===== config.mk =====
export PLATFORM = sky130hd
export DESIGN_NAME = spi_slave
export DESIGN_NICKNAME = d
export VERILOG_FILES = /design/src/rtl/spi_slave.sv
export SDC_FILE = /design/constraint.sdc
export NUM_CORES = 1
export LEC_CHECK = 0
export ABC_AREA = 1
export CORE_MARGIN = 4
export CORE_UTILIZATION = 41
export CTS_BUF_LIST = sky130_fd_sc_hd__clkbuf_16
export DETAILED_ROUTE_END_ITERATION = 12
export PLACE_DENSITY_LB_ADDON = 0.12
export SYNTH_ARGS = -nofsm -noshare
export SYNTH_HDL_FRONTEND = slang
export SYNTH_SLANG_ARGS = --single-unit

===== constraint.sdc =====
create_clock -name clk -period 2.7 [get_ports clk]
set_input_delay 0.27 -clock clk [delete_from_list [all_inputs] [get_ports clk]]
set_output_delay 0.27 -clock clk [all_outputs]
set_load 0.05 [all_outputs]

===== src/rtl/spi_slave.sv =====
// spi_slave: SPI mode-0 responder with oversampled pins and a one-deep transmit holding register.
// Define SPI_SLAVE_WORD_EN to add the fast input selecting 32-bit LSByte-first frames.
module spi_slave #(
    parameter int SYNC_STAGES = 2
) (
    input  logic        clk,
    input  logic        rst,
    input  logic        SS,
    input  logic        SCLK,
    input  logic        MOSI,
    output logic        MISO,
    output logic        MISO_oe,
    input  logic [31:0] dataTx,
    input  logic        load,
    output logic        txEmpty,
    output logic [31:0] dataRx,
    output logic        rxValid,
    input  logic        rxAck,
`ifdef SPI_SLAVE_WORD_EN
    input  logic        fast,
`endif
    output logic        overrun
);
`ifdef SPI_SLAVE_WORD_EN
    localparam int CW = 5;
`else
    localparam int CW = 3;
`endif

    logic [SYNC_STAGES-1:0] sclk_sync_q, mosi_sync_q, ss_sync_q;
    logic                   sclk_dly_q, ss_dly_q;
    logic                   sel_q, sel_d;
    logic [CW-1:0]          bitcnt_q, bitcnt_d;
    logic [31:0]            tx_q, tx_d, hold_q, hold_d, data_rx_q, data_rx_d;
    logic [30:0]            rx_q, rx_d;
    logic                   tx_full_q, tx_full_d, rx_valid_q, rx_valid_d, overrun_q, overrun_d;
    logic                   sclk_s, mosi_s, ss_s, rise, fall, ss_start, active;
    logic                   last, reload, done, wd;
    logic [31:0]            rx_new, tx_fmt;

    function automatic logic [31:0] bswap(input logic [31:0] x);
        return {x[7:0], x[15:8], x[23:16], x[31:24]};
    endfunction

    assign sclk_s   = sclk_sync_q[SYNC_STAGES-1];
    assign mosi_s   = mosi_sync_q[SYNC_STAGES-1];
    assign ss_s     = ss_sync_q[SYNC_STAGES-1];
    assign rise     = sclk_s & ~sclk_dly_q;
    assign fall     = ~sclk_s & sclk_dly_q;
    assign ss_start = ~ss_s & ss_dly_q;
    assign active   = sel_q & ~ss_s;

`ifdef SPI_SLAVE_WORD_EN
    logic fast_q;
    assign wd   = ss_start ? fast : fast_q;
    assign last = bitcnt_q == (wd ? 5'd31 : 5'd7);
    always_ff @(posedge clk or posedge rst)
        if (rst) fast_q <= 1'b0;
        else if (ss_start) fast_q <= fast;
`else
    assign wd   = 1'b0;
    assign last = bitcnt_q == 3'd7;
`endif

    // Word frames are byte-swapped so both directions can shift MSbit first from bit 31.
    assign reload = ss_start | (active & fall & (bitcnt_q == '0));
    assign done   = active & rise & last;
    assign rx_new = {rx_q, mosi_s};
    assign tx_fmt = wd ? bswap(hold_q) : {hold_q[7:0], 24'hFF_FFFF};

    always_comb begin
        sel_d      = ss_start | active;
        bitcnt_d   = !active ? '0 : rise ? (last ? '0 : bitcnt_q + CW'(1)) : bitcnt_q;
        tx_d       = reload ? (tx_full_q ? tx_fmt : '1) : (active & fall) ? {tx_q[30:0], 1'b1} : tx_q;
        rx_d       = (active & rise) ? rx_new[30:0] : rx_q;
        data_rx_d  = done ? (wd ? bswap(rx_new) : {24'b0, rx_new[7:0]}) : data_rx_q;
        rx_valid_d = done | (rx_valid_q & ~rxAck);
        overrun_d  = done ? (overrun_q | rx_valid_q) : (overrun_q & ~rxAck);
        tx_full_d  = reload ? load : (tx_full_q | load);
        hold_d     = (load & (reload | ~tx_full_q)) ? dataTx : hold_q;
    end

    always_ff @(posedge clk or posedge rst) begin
        if (rst) begin
            sclk_sync_q <= '0;
            mosi_sync_q <= '0;
            ss_sync_q   <= '0;
            sclk_dly_q  <= 1'b0;
            ss_dly_q    <= 1'b0;
            sel_q       <= 1'b0;
            bitcnt_q    <= '0;
            tx_q        <= '1;
            rx_q        <= '0;
            hold_q      <= '0;
            data_rx_q   <= '0;
            tx_full_q   <= 1'b0;
            rx_valid_q  <= 1'b0;
            overrun_q   <= 1'b0;
        end else begin
            sclk_sync_q <= {sclk_sync_q[SYNC_STAGES-2:0], SCLK};
            mosi_sync_q <= {mosi_sync_q[SYNC_STAGES-2:0], MOSI};
            ss_sync_q   <= {ss_sync_q[SYNC_STAGES-2:0], SS};
            sclk_dly_q  <= sclk_s;
            ss_dly_q    <= ss_s;
            sel_q       <= sel_d;
            bitcnt_q    <= bitcnt_d;
            tx_q        <= tx_d;
            rx_q        <= rx_d;
            hold_q      <= hold_d;
            data_rx_q   <= data_rx_d;
            tx_full_q   <= tx_full_d;
            rx_valid_q  <= rx_valid_d;
            overrun_q   <= overrun_d;
        end
    end

    assign MISO    = sel_q ? tx_q[31] : 1'b1;
    assign MISO_oe = sel_q;
    assign txEmpty = ~tx_full_q;
    assign dataRx  = data_rx_q;
    assign rxValid = rx_valid_q;
    assign overrun = overrun_q;
endmodule


# Yosys cells after proc, flatten, opt, wreduce, memory -nomap -nowiden
# Index checks and enable logic that the tools add are counted.
[word_totals]
reg_bits = 70
output_inout_bits = 37
word_cells = 50
[op_classes]
add_sub_neg = 1
n_eq_ne = 2
muxes = 9
bitwise_logic = 22
reduce_logical = 2
[op_table]
columns = ["operator", "count"]
rows = [
  ["two-way mux 32 bit", 3],
  ["AND 1 bit", 11],
  ["two-way mux 3 bit", 3],
  ["OR 1 bit", 6],
  ["NOT 1 bit", 5],
  ["adder 3 x 1 -> 3 bit (second input constant)", 1],
  ["equality test 3 bit (second input constant)", 1],
  ["zero test 3 bit", 1],
  ["two-way mux 1 bit", 3],
  ["!= test 2 bit (second input constant)", 1],
  ["nonzero test 2 bit", 1],
]

# Longest topological paths before layout
# Gate-level depths: netlist of the first run.
[depth]
ltp_word = 7
mapped_depth = 9

# Worst setup path after synthesis of the first run
# OpenSTA, ideal clock, no wires.
[synth_path]
path_type = "register to register"
start = "register sel_q, in the netlist MISO_oe"
end = "register data_rx_q[7], in the netlist dataRx[7]"
setup_ns = 0.119
arrival_ns = 1.489
t_required_ns = 2.581
slack_ns = 1.092
path_stages_with_launch = 7
n_path_buf = 1
path_cell_list = "dfrtp_1 -> nand2_1 -> nor3_4 -> nand2_4 -> buf_6 -> nand2_1 -> nand2_1"
[synth_between]
elab_chain_len = 3
[synth_rtl]
columns = ["element", "line", "text"]
rows = [
  ["from (decl)", "32", "logic sel_q, sel_d;"],
  ["from (signal assigned)", "105", "sel_q <= sel_d;"],
  ["AND 1 bit", "51", "assign active = sel_q & ~ss_s;"],
  ["AND 1 bit (2 in a row)", "67", "assign done = active & rise & last;"],
  ["to (signal assigned)", "110", "data_rx_q <= data_rx_d;"],
  ["to (decl)", "34", "logic [31:0] tx_q, tx_d, hold_q, hold_d, data_rx_q, data_rx_d;"],
]
# No other way between the ends.
# A chain may end at the register's enable or synchronous reset.

# Final worst setup path of the first run
[layout_path]
start = "register tx_q[31]"
end = "output MISO"
[layout_between]
elab_chain_len = 1
[layout_rtl]
columns = ["element", "line", "text"]
rows = [
  ["from (decl)", "34", ""],
  ["from (signal assigned)", "107", "tx_q <= tx_d;"],
  ["two-way mux 1 bit", "117", "assign MISO = sel_q ? tx_q[31] : 1'b1;"],
  ["to (decl)", "11", "output logic MISO,"],
]
# No other way between the ends.

==> flow_summary_export.csv, run 1 <==
group,metric,value,unit
min_path,hp-class,"reg2reg",
logic_synthesis,ys_types,25,
setup_path,crit_type,"reg2out",
setup_path,required,2430,ps
clock_tree,cts_root_buffer,"clkbuf_16",
clock_tree,cts_buffers,5,
logic_synthesis,syn_area_per_cell,9.21,sq um
logic_synthesis,synth_top_area_share,44.7,%
logic_synthesis,synth_ff_type,"dfrtp_1",
sta,hold_violations,0,
logic_synthesis,synthArstFlopShare,100,%
clock_tree,path_clk_slew,60,ps
placement,dp_cells,323,
die,initial_utilization,43.6,%
global_routing,grt_use_total,11.6,%
sta,hold_slack,347,ps
sta,worst_pin_slew,559,ps
global_routing,antenna_found_initial,0,
setup_path,cp-end-kind,"output port",
cells_and_area,fill_cells,485,
placement,hpwl,2.37,mm
setup_path,rrSetupSlack,1130,ps
power,p_leak,1.25,nW
job,maxCapViolCount,0,
logic_synthesis,ys_seq_elements,46,
logic_synthesis,synth_edf_count,0,
routing,dr.pass1.iters,4,
clock_tree,holdBufCountCts,0,
die,rows,25,
routing,drc_errors,0,
setup_path,startpoint_type,"flip-flop",
logic_synthesis,syn_inst,231,
sta,fin_ws,749,ps
clock_tree,htree_levels,2,
run_status,status,"complete, no violations",
die,die_w,80.1,um
logic_synthesis,ys_warn_count,0,
clock_tree,clock_sinks,46,
sta,fin_skew,3.05,ps
cells_and_area,syn_to_final_growth,18.3,%
die,die_h,80.1,um
routing,finalWirelength,3.38,mm
sta,fmax,513,MHz
sta,finalSetupTns,0,ps
sta,slew-limit-headroom,62.7,%
routing,vias_per_cell,4.27,
logic_synthesis,syn_area,2130,sq um
placement,port_buffers,27,
sta,rsz0062_at_grt,"false",
routing,route.vias.total,1415,
cells_and_area,finalNonFillerCells,331,
placement,pre_cts_ws,1040,ps
sta,setup_viol,0,
logic_synthesis,synth.top_cells.by_count,"nand2_1, dfrtp_1, inv_1, buf_4, nand3_1",
die,dieArea,6410,sq um
routing,post_drt_wl_per_cell,10.2,um
global_routing,grt_pass1_vias,1345,
global_routing,grt-ovfl-total,0,
logic_synthesis,yosysMostFrequentCell,"nand2_1",
sta,finalMaxSlewViolations,0,
logic_synthesis,ys_seq_area_share,54.6,%
routing,ant_nets,0,
die,coreArea,4880,sq um
sta,min_period,1950,ps
placement,gp_congestion,0.716,
setup_path,cp_max_fo,2,
sta,timing.final.crit_share,72.3,%
cells_and_area,antennaDiodeCount,0,
clock_tree,post_cts_buffers,0,
cells_and_area,nets,305,
cells_and_area,drive_above_1_share,13.3,%
global_routing,grt_pass1_wl,5.85,mm
die,num_io_pins,76,
power,powerDensity,665,nW/um^2
logic_synthesis,synth_top_area_cell,"dfrtp_1",
logic_synthesis,synthTopCellsByArea,"dfrtp_1, nand2_1, dfstp_2",
clock_tree,cts_buffer_depth,2,
routing,drtIter0Drc,99,
clock_tree,clk_latency,280,ps
global_routing,grt_max_degree,47,
cells_and_area,post-route-util,51.6,%
clock_tree,cts_resized,0,
power,vdd_drop_max,337,uV
setup_path,crit_arrival,1680,ps
clock_tree,cts_tree,"done",
==> flip-flops by register name (all words and copies together), names as in the netlist <==
signal / count
tx_q: 8
rxValid: 1
MISO_oe: 1
mosi_sync_q: 2
rx_q: 7
ss_sync_q: 2
ss_dly_q: 1
sclk_sync_q: 2
bitcnt_q: 3
hold_q: 8
dataRx: 8
sclk_dly_q: 1
overrun: 1
tx_full_q: 1
==> path summary, 6_finish.rpt <==
check	depth (start not counted)	endpoint	from
max in group asynchronous	3	tx_q[31]$_DFFE_PP1P_	rst
min in group asynchronous	3	mosi_sync_q[0]$_DFF_PP0_	rst
max reg2reg	9	hold_q[2]$_DFFE_PP0P_	bitcnt_q[0]$_DFFE_PP0P_
min	0	mosi_sync_q[1]$_DFF_PP0_	mosi_sync_q[0]$_DFF_PP0_
max	2	MISO	tx_q[31]$_DFFE_PP1P_
min reg2reg	0	mosi_sync_q[1]$_DFF_PP0_	mosi_sync_q[0]$_DFF_PP0_
==> kinds of logic (layout without fill, tap and decap cells) <==
kind of cell,after synthesis,in the layout,share of synthesized area [%]
buffers and inverters,56,66,14.6
and+or+nand+nor,103,103,22.0
adders and majority gates,3,3,1.76
DFF,46,46,54.6
AOI/OAI and AO/OA,22,22,6.88
other,1,24,0.176
==> worst max-delay path, cell delays in order, from the launching register on <==
cell and delay (ps):
dfstp_2 520, or2_2 100, clkdlybuf4s50_1 790
==> power by group <==
group	switching [mW]	total [mW]	leakage, nW	internal (mW)
Combinational	0.201	0.285	0.605	0.0839
Sequential	0.0413	0.829	0.573	0.788
Clock	0.228	0.562	0.0724	0.334
==> per-stage QoR <==
step | total power, mW | cell area (sq um)
2_1_floorplan | 1.09 | 2210
3_3_place_gp | 1.12 | 2380
3_5_place_dp | 1.13 | 2380
4_1_cts | 1.70 | 2520
5_1_grt | 1.77 | 2520
6_report | 1.68 | 2520
==> layer usage <==
metal	vias to the layer above	global-route usage, %	share of wire [%]
met4	0	3.55	0.68
met2	41	18.1	43
li1	738	-	-
met5	-	0	0
met1	634	15.4	49
met3	2	3.70	6.8
==> final cells by class <==
| type | count | area [sq um] | share of cell area [%] |
|---|---|---|---|
| clock buffer | 5 | 125 | 4.97 |
| multi-input combinational | 152 | 742 | 29.5 |
| timing repair buffer | 29 | 285 | 11.3 |
| tap | 67 | 83.8 | 3.33 |
| inverter | 29 | 109 | 4.32 |
| clock inverter | 3 | 12.5 | 0.497 |
| sequential | 46 | 1160 | 46.1 |
==> cell usage in the layout (no fill, tap or decap) <==
master | Yosys | layout
nand2_2 | 3 | 3
nor2_2 | 1 | 1
conb_1 | 1 | 24
nor3_4 | 1 | 1
ha_1 | 3 | 3
inv_2 | 2 | 2
clkinv_2 | 0 | 1
dfrtp_1 | 38 | 38
dfstp_2 | 8 | 8
buf_4 | 25 | 2
or2_2 | 1 | 1
o21ai_2 | 7 | 7
a21oi_1 | 1 | 1
o22ai_2 | 1 | 1
clkbuf_16 | 0 | 5
o21ai_0 | 12 | 12
clkinv_1 | 1 | 3
nand3_2 | 1 | 1
a22oi_1 | 1 | 1
nand2_4 | 1 | 1
nand3_1 | 23 | 23
nand2_1 | 58 | 58
nand3_4 | 1 | 1
inv_1 | 26 | 26
nor2_1 | 13 | 13
clkdlybuf4s50_1 | 0 | 27
No activity file was read; power rests on OpenSTA's default activity.
==> run 2, diff against run 1 <==
clock period = 1.84 ns   (was 2.7 ns; I/O delays follow)
==> run 2 against run 1 <==
  * Utilization is 0.41 points higher
  * Critical endpoint is now MISO_oe
  * Largest power group unchanged
  * Sequential power is 47% higher
  * Sequential share of layout area is 0.36 points lower
==> flow_summary_export.csv, run 2 (synthesis results as in run 1) <==
group,metric,value,unit
run_status,status,"complete, no violations",
clock_tree,cts_buffer_depth,2,
die,die_w,80.1,um
clock_tree,clk_latency,280,ps
placement,port_buffers,27,
power,powerDensity,986,nW/um^2
power,p_leak,1.26,nW
die,coreArea,4880,sq um
die,dieArea,6410,sq um
cells_and_area,drive_above_1_share,14.7,%
routing,post_drt_wl_per_cell,10.5,um
sta,finalMaxSlewViolations,0,
setup_path,crit_arrival,1460,ps
cells_and_area,layout_commonest_cell,"nand2_1",
global_routing,antenna_found_initial,0,
die,die_h,80.1,um
global_routing,grt-ovfl-total,0,
setup_path,max_stage_delay,810,ps
routing,finalWirelength,3.49,mm
setup_path,cp-end-kind,"output port",
global_routing,grt_use_total,12.2,%
routing,vias_per_cell,4.27,
setup_path,crit_chain,"clkdlybuf4s50_1",
sta,finalSetupTns,0,ps
power,vdd_drop_max,514,uV
setup_path,cp_num_buf_inv,1,
routing,drc_errors,0,
clock_tree,cts_resized,0,
setup_path,cp_top_family,"buffers and inverters",
global_routing,grt_pass1_vias,1296,
setup_path,cpMaxStageDelayCell,"clkdlybuf4s50_1",
clock_tree,cts_root_buffer,"clkbuf_16",
sta,setup_viol,0,
cells_and_area,fill_cells,488,
die,rows,25,
setup_path,required,1660,ps
routing,drtIter0Drc,99,
placement,pre_cts_ws,264,ps
sta,timing.final.crit_share,89.3,%
sta,hold_violations,0,
clock_tree,cts_buffers,5,
sta,fmax,608,MHz
setup_path,cp_max_fo,3,
job,maxCapViolCount,0,
global_routing,grt_max_degree,47,
cells_and_area,nets,306,
setup_path,crit_type,"reg2out",
clock_tree,post_cts_buffers,0,
routing,route.vias.total,1418,
cells_and_area,antennaDiodeCount,0,
setup_path,startpoint_type,"flip-flop",
placement,hpwl,2.38,mm
die,initial_utilization,43.6,%
sta,fin_skew,5.40,ps
placement,gp_congestion,0.713,
clock_tree,holdBufCountCts,0,
die,num_io_pins,76,
clock_tree,cts_tree,"done",
cells_and_area,seq_area,1160,sq um
clock_tree,path_clk_slew,60,ps
cells_and_area,syn_to_final_growth,19.3,%
sta,fin_ws,196,ps
sta,rsz0062_at_grt,"false",
sta,min_period,1640,ps
routing,dr.pass1.iters,4,
clock_tree,htree_levels,2,
min_path,hp-class,"in2async",
cells_and_area,mostFrequentLayoutCells,"nand2_1, dfrtp_1, inv_1",
cells_and_area,multi_input_area,742,sq um
routing,ant_nets,0,
global_routing,grt_pass1_wl,5.95,mm
clock_tree,clock_sinks,46,
## run 2: layout make-up
class,instances,area share (%)
flip-flops and latches,46,45.7
well taps,67,3.30
repair buffers,30,11.8
clock buffers,5,4.93
inverters,29,4.29
multi-input cells,152,29.2
clock inverters,3,0.690
## run 2: where the power goes
| part | internal (mW) | switching, mW |
|---|---|---|
| sequential | 1.16 | 0.0618 |
| clock | 0.498 | 0.365 |
| combinational | 0.126 | 0.297 |
| total | 1.78 | 0.724 |
## run 2: path summary, 6_finish.rpt
| kind | startpoint | end | slack, ps | cells past startpoint |
|---|---|---|---|---|
| worst max-delay path | MISO_oe$_DFF_PP0_ | MISO_oe | 200 | 1 |
| worst min-delay path | rst | mosi_sync_q[0]$_DFF_PP0_ | 230 | 3 |
| worst max register to register | bitcnt_q[0]$_DFFE_PP0P_ | hold_q[2]$_DFFE_PP0P_ | 290 | 9 |
| worst min register to register | mosi_sync_q[0]$_DFF_PP0_ | mosi_sync_q[1]$_DFF_PP0_ | 350 | 0 |
| max in group asynchronous | rst | tx_q[28]$_DFFE_PP1P_ | 1320 | 3 |
| min in group clk | SS | ss_sync_q[0]$_DFF_PP0_ | 330 | 1 |
## run 2: through the flow
stage                     cells  instance area (sq um)  util, %  hold WS [ps]  total power [mW]
after CTS                   332                   2540     52.0           248              2.53
final                       332                   2540     52.0           235              2.50
after global placement      324                   2400     49.1           332              1.65
after global routing        332                   2540     52.0           267              2.64
after floorplan             254                   2210        -           215              1.59
after detailed placement    324                   2400     49.1           336              1.66
## run 2: routing by layer
| metal | wire length [um] | share of wire [%] | global-route usage [%] | vias up |
|---|---|---|---|---|
| met2 | 1460 | 42 | 18.4 | 48 |
| met3 | 282 | 8.1 | 4.04 | 5 |
| met4 | 56 | 1.6 | 5.07 | 0 |
| li1 | - | - | - | 737 |
| met5 | 0 | 0 | 0 | - |
| met1 | 1690 | 48 | 15.9 | 628 |
